File: src/rtl/lsu_arb_pkg.sv
// lsu_arb_pkg: shared types and constants for the LSU port arbiter.
//   lsu_req_t - one requester's transfer fields, bundled per port
//   N_PORTS   - number of requesters sharing the LSU (core MEM stage, debug/DMA)
//   FUNCT3_LW - RISC-V funct3 code for a 32-bit load
package lsu_arb_pkg;

    localparam int         N_PORTS   = 2;
    localparam logic [2:0] FUNCT3_LW = 3'b010;

    typedef struct packed {
        logic        valid;
        logic [31:0] addr;
        logic [31:0] wdata;
        logic        wren;
        logic [2:0]  funct3;
        logic        lock;
    } lsu_req_t;

endpackage

File: src/rtl/lsu_arb_grant.sv
// lsu_arb_grant: purely combinational winner selection for the two-port
// LSU arbiter.
//   valid_i      - per-port request valid
//   pref_i       - port that wins when both are valid and no lock is held
//   lock_held_i  - a locked sequence is in progress
//   lock_owner_i - port that owns the lock
//   gnt_o        - one-hot (or zero) grant, only ever set on a valid port
module lsu_arb_grant (
    input  logic [1:0] valid_i,
    input  logic       pref_i,
    input  logic       lock_held_i,
    input  logic       lock_owner_i,
    output logic [1:0] gnt_o
);

    always_comb begin
        gnt_o = 2'b00;
        if (lock_held_i) begin
            // The non-owner stalls even while the owner is idle.
            gnt_o[lock_owner_i] = valid_i[lock_owner_i];
        end else if (valid_i == 2'b11) begin
            gnt_o[pref_i] = 1'b1;
        end else begin
            gnt_o = valid_i;
        end
    end

endmodule

File: src/rtl/lsu_arbiter.sv
// lsu_arbiter: shares the LSU data-memory/MMIO port between the core MEM
// stage (port 0) and a debug/DMA master (port 1).
//   i_clk, i_reset       - clock, synchronous active-high reset
//   i_req_*              - per-port valid/addr/wdata/wren/funct3/lock
//   o_req_ready          - per-port grant (transfer = valid & ready)
//   o_rsp_valid          - one-cycle response pulse to the issuing port
//   o_rsp_rdata          - load data for reads, zero for stores
//   o_lsu_*              - drive of the LSU for the current winner
//   i_ld_data            - LSU load data, valid the cycle after the read
// Build option: define LSU_ARB_FIXED_PRIO_EN for fixed port-0 priority with a
// port-1 starvation limit of P_MAX_WAIT cycles; otherwise round-robin.
module lsu_arbiter
    import lsu_arb_pkg::*;
#(
    parameter int P_MAX_WAIT = 8
) (
    input  logic            i_clk,
    input  logic            i_reset,
    input  logic [1:0]      i_req_valid,
    input  logic [1:0][31:0] i_req_addr,
    input  logic [1:0][31:0] i_req_wdata,
    input  logic [1:0]      i_req_wren,
    input  logic [1:0][2:0] i_req_funct3,
    input  logic [1:0]      i_req_lock,
    output logic [1:0]      o_req_ready,
    output logic [1:0]      o_rsp_valid,
    output logic [31:0]     o_rsp_rdata,
    output logic [31:0]     o_lsu_addr,
    output logic [31:0]     o_lsu_st_data,
    output logic            o_lsu_wren,
    output logic            o_lsu_ren,
    output logic [2:0]      o_lsu_funct3,
    input  logic [31:0]     i_ld_data
);

    if (P_MAX_WAIT < 1 || P_MAX_WAIT > 255) begin : g_bad_max_wait
        $error("lsu_arbiter: P_MAX_WAIT must be in 1..255");
    end

    lsu_req_t   req [N_PORTS];
    logic [1:0] gnt_raw;
    logic [1:0] gnt;
    logic       any_gnt;
    logic       sel;
    logic       pref;

    logic lock_held_q, lock_held_d;
    logic lock_owner_q, lock_owner_d;
    logic rsp_pend_q, rsp_pend_d;
    logic rsp_port_q, rsp_port_d;
    logic rsp_is_read_q, rsp_is_read_d;

    always_comb begin
        for (int k = 0; k < N_PORTS; k++) begin
            req[k].valid  = i_req_valid[k];
            req[k].addr   = i_req_addr[k];
            req[k].wdata  = i_req_wdata[k];
            req[k].wren   = i_req_wren[k];
            req[k].funct3 = i_req_funct3[k];
            req[k].lock   = i_req_lock[k];
        end
    end

`ifdef LSU_ARB_FIXED_PRIO_EN
    logic [7:0] wait_q, wait_d;

    // Port 0 wins contention until port 1 has waited P_MAX_WAIT cycles.
    assign pref = (wait_q >= 8'(P_MAX_WAIT));

    always_comb begin
        wait_d = wait_q;
        if (gnt[1]) begin
            wait_d = 8'd0;
        end else if (req[1].valid && wait_q != 8'hFF) begin
            wait_d = wait_q + 8'd1;
        end
    end

    always_ff @(posedge i_clk) begin
        if (i_reset) wait_q <= 8'd0;
        else         wait_q <= wait_d;
    end
`else
    logic rr_ptr_q, rr_ptr_d;

    assign pref     = rr_ptr_q;
    assign rr_ptr_d = any_gnt ? ~sel : rr_ptr_q;

    always_ff @(posedge i_clk) begin
        if (i_reset) rr_ptr_q <= 1'b0;
        else         rr_ptr_q <= rr_ptr_d;
    end
`endif

    lsu_arb_grant u_grant (
        .valid_i      ({req[1].valid, req[0].valid}),
        .pref_i       (pref),
        .lock_held_i  (lock_held_q),
        .lock_owner_i (lock_owner_q),
        .gnt_o        (gnt_raw)
    );

    // No transfer is accepted while reset is asserted.
    assign gnt     = gnt_raw & {2{~i_reset}};
    assign any_gnt = |gnt;
    assign sel     = gnt[1];   // port 0 fields when nobody is granted

    assign o_req_ready   = gnt;
    assign o_lsu_addr    = req[sel].addr;
    assign o_lsu_st_data = req[sel].wdata;
    assign o_lsu_funct3  = req[sel].funct3;
    assign o_lsu_wren    = any_gnt &  req[sel].wren;
    assign o_lsu_ren     = any_gnt & ~req[sel].wren;

    always_comb begin
        lock_held_d  = lock_held_q;
        lock_owner_d = lock_owner_q;
        if (any_gnt) begin
            if (req[sel].lock) begin
                lock_held_d  = 1'b1;
                lock_owner_d = sel;
            end else if (lock_owner_q == sel) begin
                lock_held_d  = 1'b0;
            end
        end
    end

    // Response bookkeeping is rewritten every cycle; an idle cycle leaves
    // no response pending for the next one.
    assign rsp_pend_d    = any_gnt;
    assign rsp_port_d    = any_gnt ? sel : rsp_port_q;
    assign rsp_is_read_d = any_gnt & ~req[sel].wren;

    // ---- request cycle -> response cycle ----
    always_ff @(posedge i_clk) begin
        if (i_reset) begin
            lock_held_q   <= 1'b0;
            lock_owner_q  <= 1'b0;
            rsp_pend_q    <= 1'b0;
            rsp_port_q    <= 1'b0;
            rsp_is_read_q <= 1'b0;
        end else begin
            lock_held_q   <= lock_held_d;
            lock_owner_q  <= lock_owner_d;
            rsp_pend_q    <= rsp_pend_d;
            rsp_port_q    <= rsp_port_d;
            rsp_is_read_q <= rsp_is_read_d;
        end
    end

    // Reset also masks a response that was registered just before it.
    assign o_rsp_valid = (rsp_pend_q & ~i_reset) ? (rsp_port_q ? 2'b10 : 2'b01) : 2'b00;
    assign o_rsp_rdata = (rsp_is_read_q & ~i_reset) ? i_ld_data : 32'h0;

endmodule

File: config.mk
export PLATFORM = sky130hd
export DESIGN_NAME = lsu_arbiter
export DESIGN_NICKNAME = d
export VERILOG_FILES = /design/src/rtl/lsu_arb_pkg.sv /design/src/rtl/lsu_arb_grant.sv /design/src/rtl/lsu_arbiter.sv
export SDC_FILE = /design/constraint.sdc
export NUM_CORES = 1
export LEC_CHECK = 0
export CAP_MARGIN = 20
export CORE_AREA = 2 2 108 110
export CTS_CLUSTER_SIZE = 14
export DETAILED_ROUTE_END_ITERATION = 7
export DIE_AREA = 0 0 110 112
export PLACE_DENSITY_LB_ADDON = 0.08
export SLEW_MARGIN = 40
export SYNTH_ARGS = -nofsm -noshare
export SYNTH_HDL_FRONTEND = slang
export SYNTH_HIERARCHICAL = 1
export SYNTH_SLANG_ARGS = --single-unit
export TNS_END_PERCENT = 1
File: constraint.sdc
create_clock -name i_clk -period 1.46 [get_ports i_clk]
set_clock_uncertainty 0.1 [all_clocks]
set_input_delay 0.146 -clock i_clk [delete_from_list [all_inputs] [get_ports i_clk]]
set_output_delay 0.146 -clock i_clk [all_outputs]
set_load 0.005 [all_outputs]
==> impl_results.html <==
<table>
<tr><th>Metric</th><th>Value</th></tr>
<tr><th colspan="2">Logic synthesis</th></tr>
<tr><td>Post-synthesis net count</td><td>462</td></tr>
<tr><td>Compound-gate portion of the synthesized area</td><td>5.378%</td></tr>
<tr><td>Mux contribution to synthesized area</td><td>0%</td></tr>
<tr><td>Largest family of logic cells by synthesized area</td><td>simple AND/OR/NAND/NOR gates</td></tr>
<tr><td>Register area share after synthesis</td><td>8.751%</td></tr>
<tr><td>Post-synth EDFFs</td><td>0</td></tr>
<tr><td>Share of flip-flops with an asynchronous set or reset</td><td>0%</td></tr>
<tr><td>Fraction of synthesized cell area taken by the top area cell type</td><td>56.06%</td></tr>
<tr><td>Flip-flop and latch count after synthesis</td><td>6</td></tr>
<tr><td>Largest cells by area after synthesis</td><td>sky130_fd_sc_hd__nand2_1 56%, sky130_fd_sc_hd__and2_1 15%, sky130_fd_sc_hd__dfxtp_1 8.8%</td></tr>
<tr><td>Number of unique standard cell types used by synthesis</td><td>24</td></tr>
<tr><td>Synthesized area per cell</td><td>4.766 sq um</td></tr>
<tr><td>XOR/XNOR Fraction of Synth Area</td><td>0%</td></tr>
<tr><td>Number of instances in the synthesized netlist</td><td>288</td></tr>
<tr><td>Most frequent cells after synthesis</td><td>205 x sky130_fd_sc_hd__nand2_1, 32 x sky130_fd_sc_hd__and2_1, 12 x sky130_fd_sc_hd__buf_2, 6 x sky130_fd_sc_hd__dfxtp_1, 4 x sky130_fd_sc_hd__buf_6</td></tr>
<tr><td>Synthesis warning total</td><td>6</td></tr>
<tr><td>Netlist area before placement</td><td>0.001373 sq mm</td></tr>
<tr><td>Post-synthesis adder-cell area fraction</td><td>0%</td></tr>
<tr><td>Post-synth top flop</td><td>sky130_fd_sc_hd__dfxtp_1</td></tr>
<tr><td>Yosys top cell by area</td><td>sky130_fd_sc_hd__nand2_1</td></tr>
<tr><td>Most frequently used cell type in the post-synthesis netlist</td><td>sky130_fd_sc_hd__nand2_1</td></tr>
<tr><td>Post-Synth Simple-Gate Area</td><td>76.12%</td></tr>
<tr><th colspan="2">Floorplan</th></tr>
<tr><td>IO Count</td><td>279</td></tr>
<tr><td>Overall die height</td><td>112 microns</td></tr>
<tr><td>CORE AREA</td><td>0.01117 sq mm</td></tr>
<tr><td>Area of the die</td><td>0.01232 sq mm</td></tr>
<tr><td>Starting density of the core</td><td>12.28%</td></tr>
<tr><td>Site Rows</td><td>39</td></tr>
<tr><td>Die Wd</td><td>110 microns</td></tr>
<tr><th colspan="2">CTS</th></tr>
<tr><td>Number of CTS-inserted buffers</td><td>3</td></tr>
<tr><td>Total number of H-tree levels</td><td>1</td></tr>
<tr><td>Num Clock Sinks</td><td>6</td></tr>
<tr><td>Clock tree root buffer cell</td><td>sky130_fd_sc_hd__clkbuf_16</td></tr>
<tr><td>TritonCTS clock tree</td><td>done</td></tr>
<tr><td>Clock slew seen by the registers of the worst setup and hold paths</td><td>0.03 ns</td></tr>
<tr><td>Clock latency on the worst-skew pair</td><td>0.23 ns</td></tr>
<tr><td>Buffer depth of the longest clock path</td><td>2</td></tr>
<tr><th colspan="2">Drt</th></tr>
<tr><td>DRC Markers</td><td>0</td></tr>
<tr><td>Via count</td><td>2935</td></tr>
<tr><td>Router iterations before antenna repair</td><td>4</td></tr>
<tr><td>Detail Route Antenna Nets</td><td>0</td></tr>
<tr><td>Aggregate routed wire length</td><td>11010 microns</td></tr>
<tr><td>Violation count after the first detailed-routing iteration</td><td>97</td></tr>
<tr><td>Per-cell routed wire length</td><td>14.98 microns</td></tr>
<tr><td>Vias per cell</td><td>3.993</td></tr>
<tr><th colspan="2">Critical path</th></tr>
<tr><td>Worst R2R Setup Slack</td><td>-0.10 ns</td></tr>
<tr><td>Largest driver fanout on the critical path</td><td>6</td></tr>
<tr><td>Endpoint of the worst register-to-register path</td><td>lock_held_q</td></tr>
<tr><td>Crit Reg-Reg Startpoint</td><td>pref</td></tr>
<tr><td>Cell count of the worst reg-to-reg path</td><td>7</td></tr>
<tr><td>Required arrival time at the worst endpoint</td><td>1.21 ns</td></tr>
<tr><td>Arr. time, crit path</td><td>1.74 ns</td></tr>
<tr><td>Nature of the critical path startpoint</td><td>flop</td></tr>
<tr><td>Kind of end point of the critical path</td><td>primary output</td></tr>
<tr><td>CP Class</td><td>reg2out</td></tr>
<tr><th colspan="2">Power and ir drop</th></tr>
<tr><td>Clk network pwr share</td><td>21.4%</td></tr>
<tr><td>NetSw</td><td>0.6192 mW</td></tr>
<tr><td>Reg power frac</td><td>9.5%</td></tr>
<tr><td>Switching share of power</td><td>30.08%</td></tr>
<tr><td>Proportion of power drawn by combinational gates</td><td>69.1%</td></tr>
<tr><td>Max rail drop VDD</td><td>0.4620 mV</td></tr>
<tr><td>Leakage</td><td>2.884 nW</td></tr>
<tr><td>Overall power consumption</td><td>2.058 mW</td></tr>
<tr><td>Cell internal power dissipation</td><td>1.439 mW</td></tr>
<tr><td>Pwr per Cell Area</td><td>432.3 mW/mm^2</td></tr>
<tr><th colspan="2">Timing</th></tr>
<tr><td>RSZ-0062 raised after global routing</td><td>true</td></tr>
<tr><td>Worst-case headroom to the max-slew limit</td><td>80.96%</td></tr>
<tr><td>Final Cycle Share</td><td>136.0%</td></tr>
<tr><td>Slew at the pin closest to its max-slew limit</td><td>0.2857 ns</td></tr>
<tr><td>Shortest period the worst path allows</td><td>1.986 ns</td></tr>
<tr><td>Post-route worst setup slack</td><td>-0.5255 ns</td></tr>
<tr><td>Setup violation total in the final timing report</td><td>73</td></tr>
<tr><td>Total negative slack for setup checks</td><td>-32.06 ns</td></tr>
<tr><td>Highest Clock Rate</td><td>503.6 MHz</td></tr>
<tr><td>Hold violation total from the final report</td><td>0</td></tr>
<tr><td>Number of max-slew violations in the final report</td><td>0</td></tr>
<tr><th colspan="2">Global routing</th></tr>
<tr><td>Initial antenna violation count</td><td>0</td></tr>
<tr><td>Remaining Overflow, GRT</td><td>0</td></tr>
<tr><td>Via count of the first global-routing pass</td><td>2638</td></tr>
<tr><td>Wire length of the first global-routing pass</td><td>13210 microns</td></tr>
<tr><td>Pin count of the biggest net entering global routing</td><td>41</td></tr>
<tr><td>Overall fraction of global-route tracks in use</td><td>13.56%</td></tr>
<tr><th colspan="2">Place</th></tr>
<tr><td>Global placer's final weighted congestion</td><td>0.8098</td></tr>
<tr><td>Total instance count after detailed placement</td><td>706</td></tr>
<tr><td>Worst-case setup slack after placement</td><td>-0.8488 ns</td></tr>
<tr><td>DP Wirelength</td><td>7863 microns</td></tr>
<tr><td>Area post-placement</td><td>0.004417 sq mm</td></tr>
<tr><td>Number of buffer cells added on primary ports</td><td>278</td></tr>
<tr><th colspan="2">Run status</th></tr>
<tr><td>Run status</td><td>finished with violations</td></tr>
<tr><td>Failing checks</td><td>setup timing</td></tr>
<tr><th colspan="2">Min path</th></tr>
<tr><td>Path class of the lowest-slack min-delay path</td><td>in2reg</td></tr>
<tr><td>Min-Delay Startpoint</td><td>i_req_valid[1]</td></tr>
<tr><td>Endpoint with the worst hold slack</td><td>pref</td></tr>
<tr><td>Hold Crit Depth</td><td>4</td></tr>
<tr><th colspan="2">Cells and area</th></tr>
<tr><td>Non-filler instance count after layout</td><td>735</td></tr>
<tr><td>Share of final-layout standard cells stronger than drive strength 1</td><td>25.68%</td></tr>
<tr><td>Antenna diode instance count</td><td>0</td></tr>
<tr><td>Final instance area</td><td>0.004762 sq mm</td></tr>
<tr><td>Synthesis-to-layout area growth</td><td>246.9%</td></tr>
<tr><td>Layout filler cell count</td><td>1161</td></tr>
<tr><td>NumNets Final</td><td>768</td></tr>
<tr><th colspan="2">Run</th></tr>
<tr><td>Max-cap check violation count</td><td>0</td></tr>
</table>
## final cells by class
type                            instances  area (sq um)  area share (%)
Inverter                                4         27.53          0.5780
Multi-Input combinational cell        259          1230           25.83
Tap cell                              143         178.9           3.757
Timing Repair Buffer                  320          3126           65.63
Sequential cell                         6         125.1           2.627
Clock buffer                            3         75.07           1.576
## through the flow
step                      hold WS [ns]  util (%)
after detailed placement        0.4125     39.53
final                           0.3892     42.62
after floorplan                 0.1403         -
after global routing            0.4296     42.62
after global placement          0.3933     39.53
after CTS                       0.3804     39.48
## what timing repair did
item | in CTS | in global routing
setup buffers | 0 | 14
resized for setup | 107 | 220
gates cloned | 0 | 12
pin swaps | 1 | 23
hold endpoints to repair | 0 | 0
hold buffers | 0 | 0
endpoints found under the setup margin | 108 | 107
## registers in the layout, indices dropped and copies added, names as in the netlist
name,count
rsp_is_read_q,1
rsp_pend_q,1
lock_held_q,1
lock_owner_q,1
pref,1
rsp_port_q,1
## how the worst max path moves through the flow
stage	startpoint	to	slack (ns)	cells past startpoint
2_1_floorplan	pref	o_lsu_addr[12]	-0.08	8
3_3_place_gp	i_req_valid[0]	o_lsu_funct3[2]	-0.83	8
3_5_place_dp	i_req_valid[0]	o_lsu_st_data[31]	-0.85	8
4_1_cts	i_req_valid[1]	o_lsu_wren	-0.75	7
5_1_grt	pref	o_lsu_st_data[10]	-0.58	8
6_report	pref	o_lsu_addr[5]	-0.53	8
## power groups by stage
| stage | combinational, mW | sequential (mW) | clock, mW |
|---|---|---|---|
| after global routing | 1.54 | 0.197 | 0.462 |
| after CTS | 1.27 | 0.193 | 0.445 |
| after detailed placement | 1.39 | 0.195 | 0 |
| after floorplan | 0.377 | 0.194 | 0 |
| after global placement | 1.39 | 0.195 | 0 |
| final | 1.42 | 0.195 | 0.440 |
## layer usage
metal | track usage (%) | share of wire (%) | wire length (microns)
met4 | 1.350 | 0.35 | 38
met5 | 0 | 0 | 0
met3 | 2.810 | 8.9 | 985
met1 | 13.24 | 35 | 3798
met2 | 28.67 | 56 | 6184
## cell usage in the layout, fill, tap and decap left out, types with 2 or more instances in the layout
cell type and instances:
sky130_fd_sc_hd__clkbuf_16 10, sky130_fd_sc_hd__nand2_1 175, sky130_fd_sc_hd__dfxtp_1 4, sky130_fd_sc_hd__buf_4 18, sky130_fd_sc_hd__nand2_2 29, sky130_fd_sc_hd__buf_12 7, sky130_fd_sc_hd__clkbuf_2 42, sky130_fd_sc_hd__buf_6 8
sky130_fd_sc_hd__dlygate4sd2_1 4, sky130_fd_sc_hd__buf_8 5, sky130_fd_sc_hd__buf_2 23, sky130_fd_sc_hd__inv_1 2, sky130_fd_sc_hd__a21oi_1 2, sky130_fd_sc_hd__o22ai_1 2, sky130_fd_sc_hd__and2_1 32, sky130_fd_sc_hd__nor2_1 2
sky130_fd_sc_hd__nor2b_4 2, sky130_fd_sc_hd__clkdlybuf4s50_1 170, sky130_fd_sc_hd__o21ai_1 2, sky130_fd_sc_hd__dlymetal6s2s_1 35
## logic make-up after synthesis
logic type	after synthesis
flops	6
simple gates	248
compound gates	11
buf+inv	23
## critical path, cell delays in order, from the launching register on
cell                        delay (ns)
sky130_fd_sc_hd__dfxtp_2          0.32
sky130_fd_sc_hd__o311a_4          0.39
sky130_fd_sc_hd__nand2b_4         0.17
sky130_fd_sc_hd__clkinv_8         0.10
sky130_fd_sc_hd__buf_12           0.15
sky130_fd_sc_hd__clkbuf_16        0.16
sky130_fd_sc_hd__nand2_1          0.06
sky130_fd_sc_hd__nand2_1          0.04
sky130_fd_sc_hd__buf_2            0.12
Note: power is estimated with default switching activity, not from simulation.
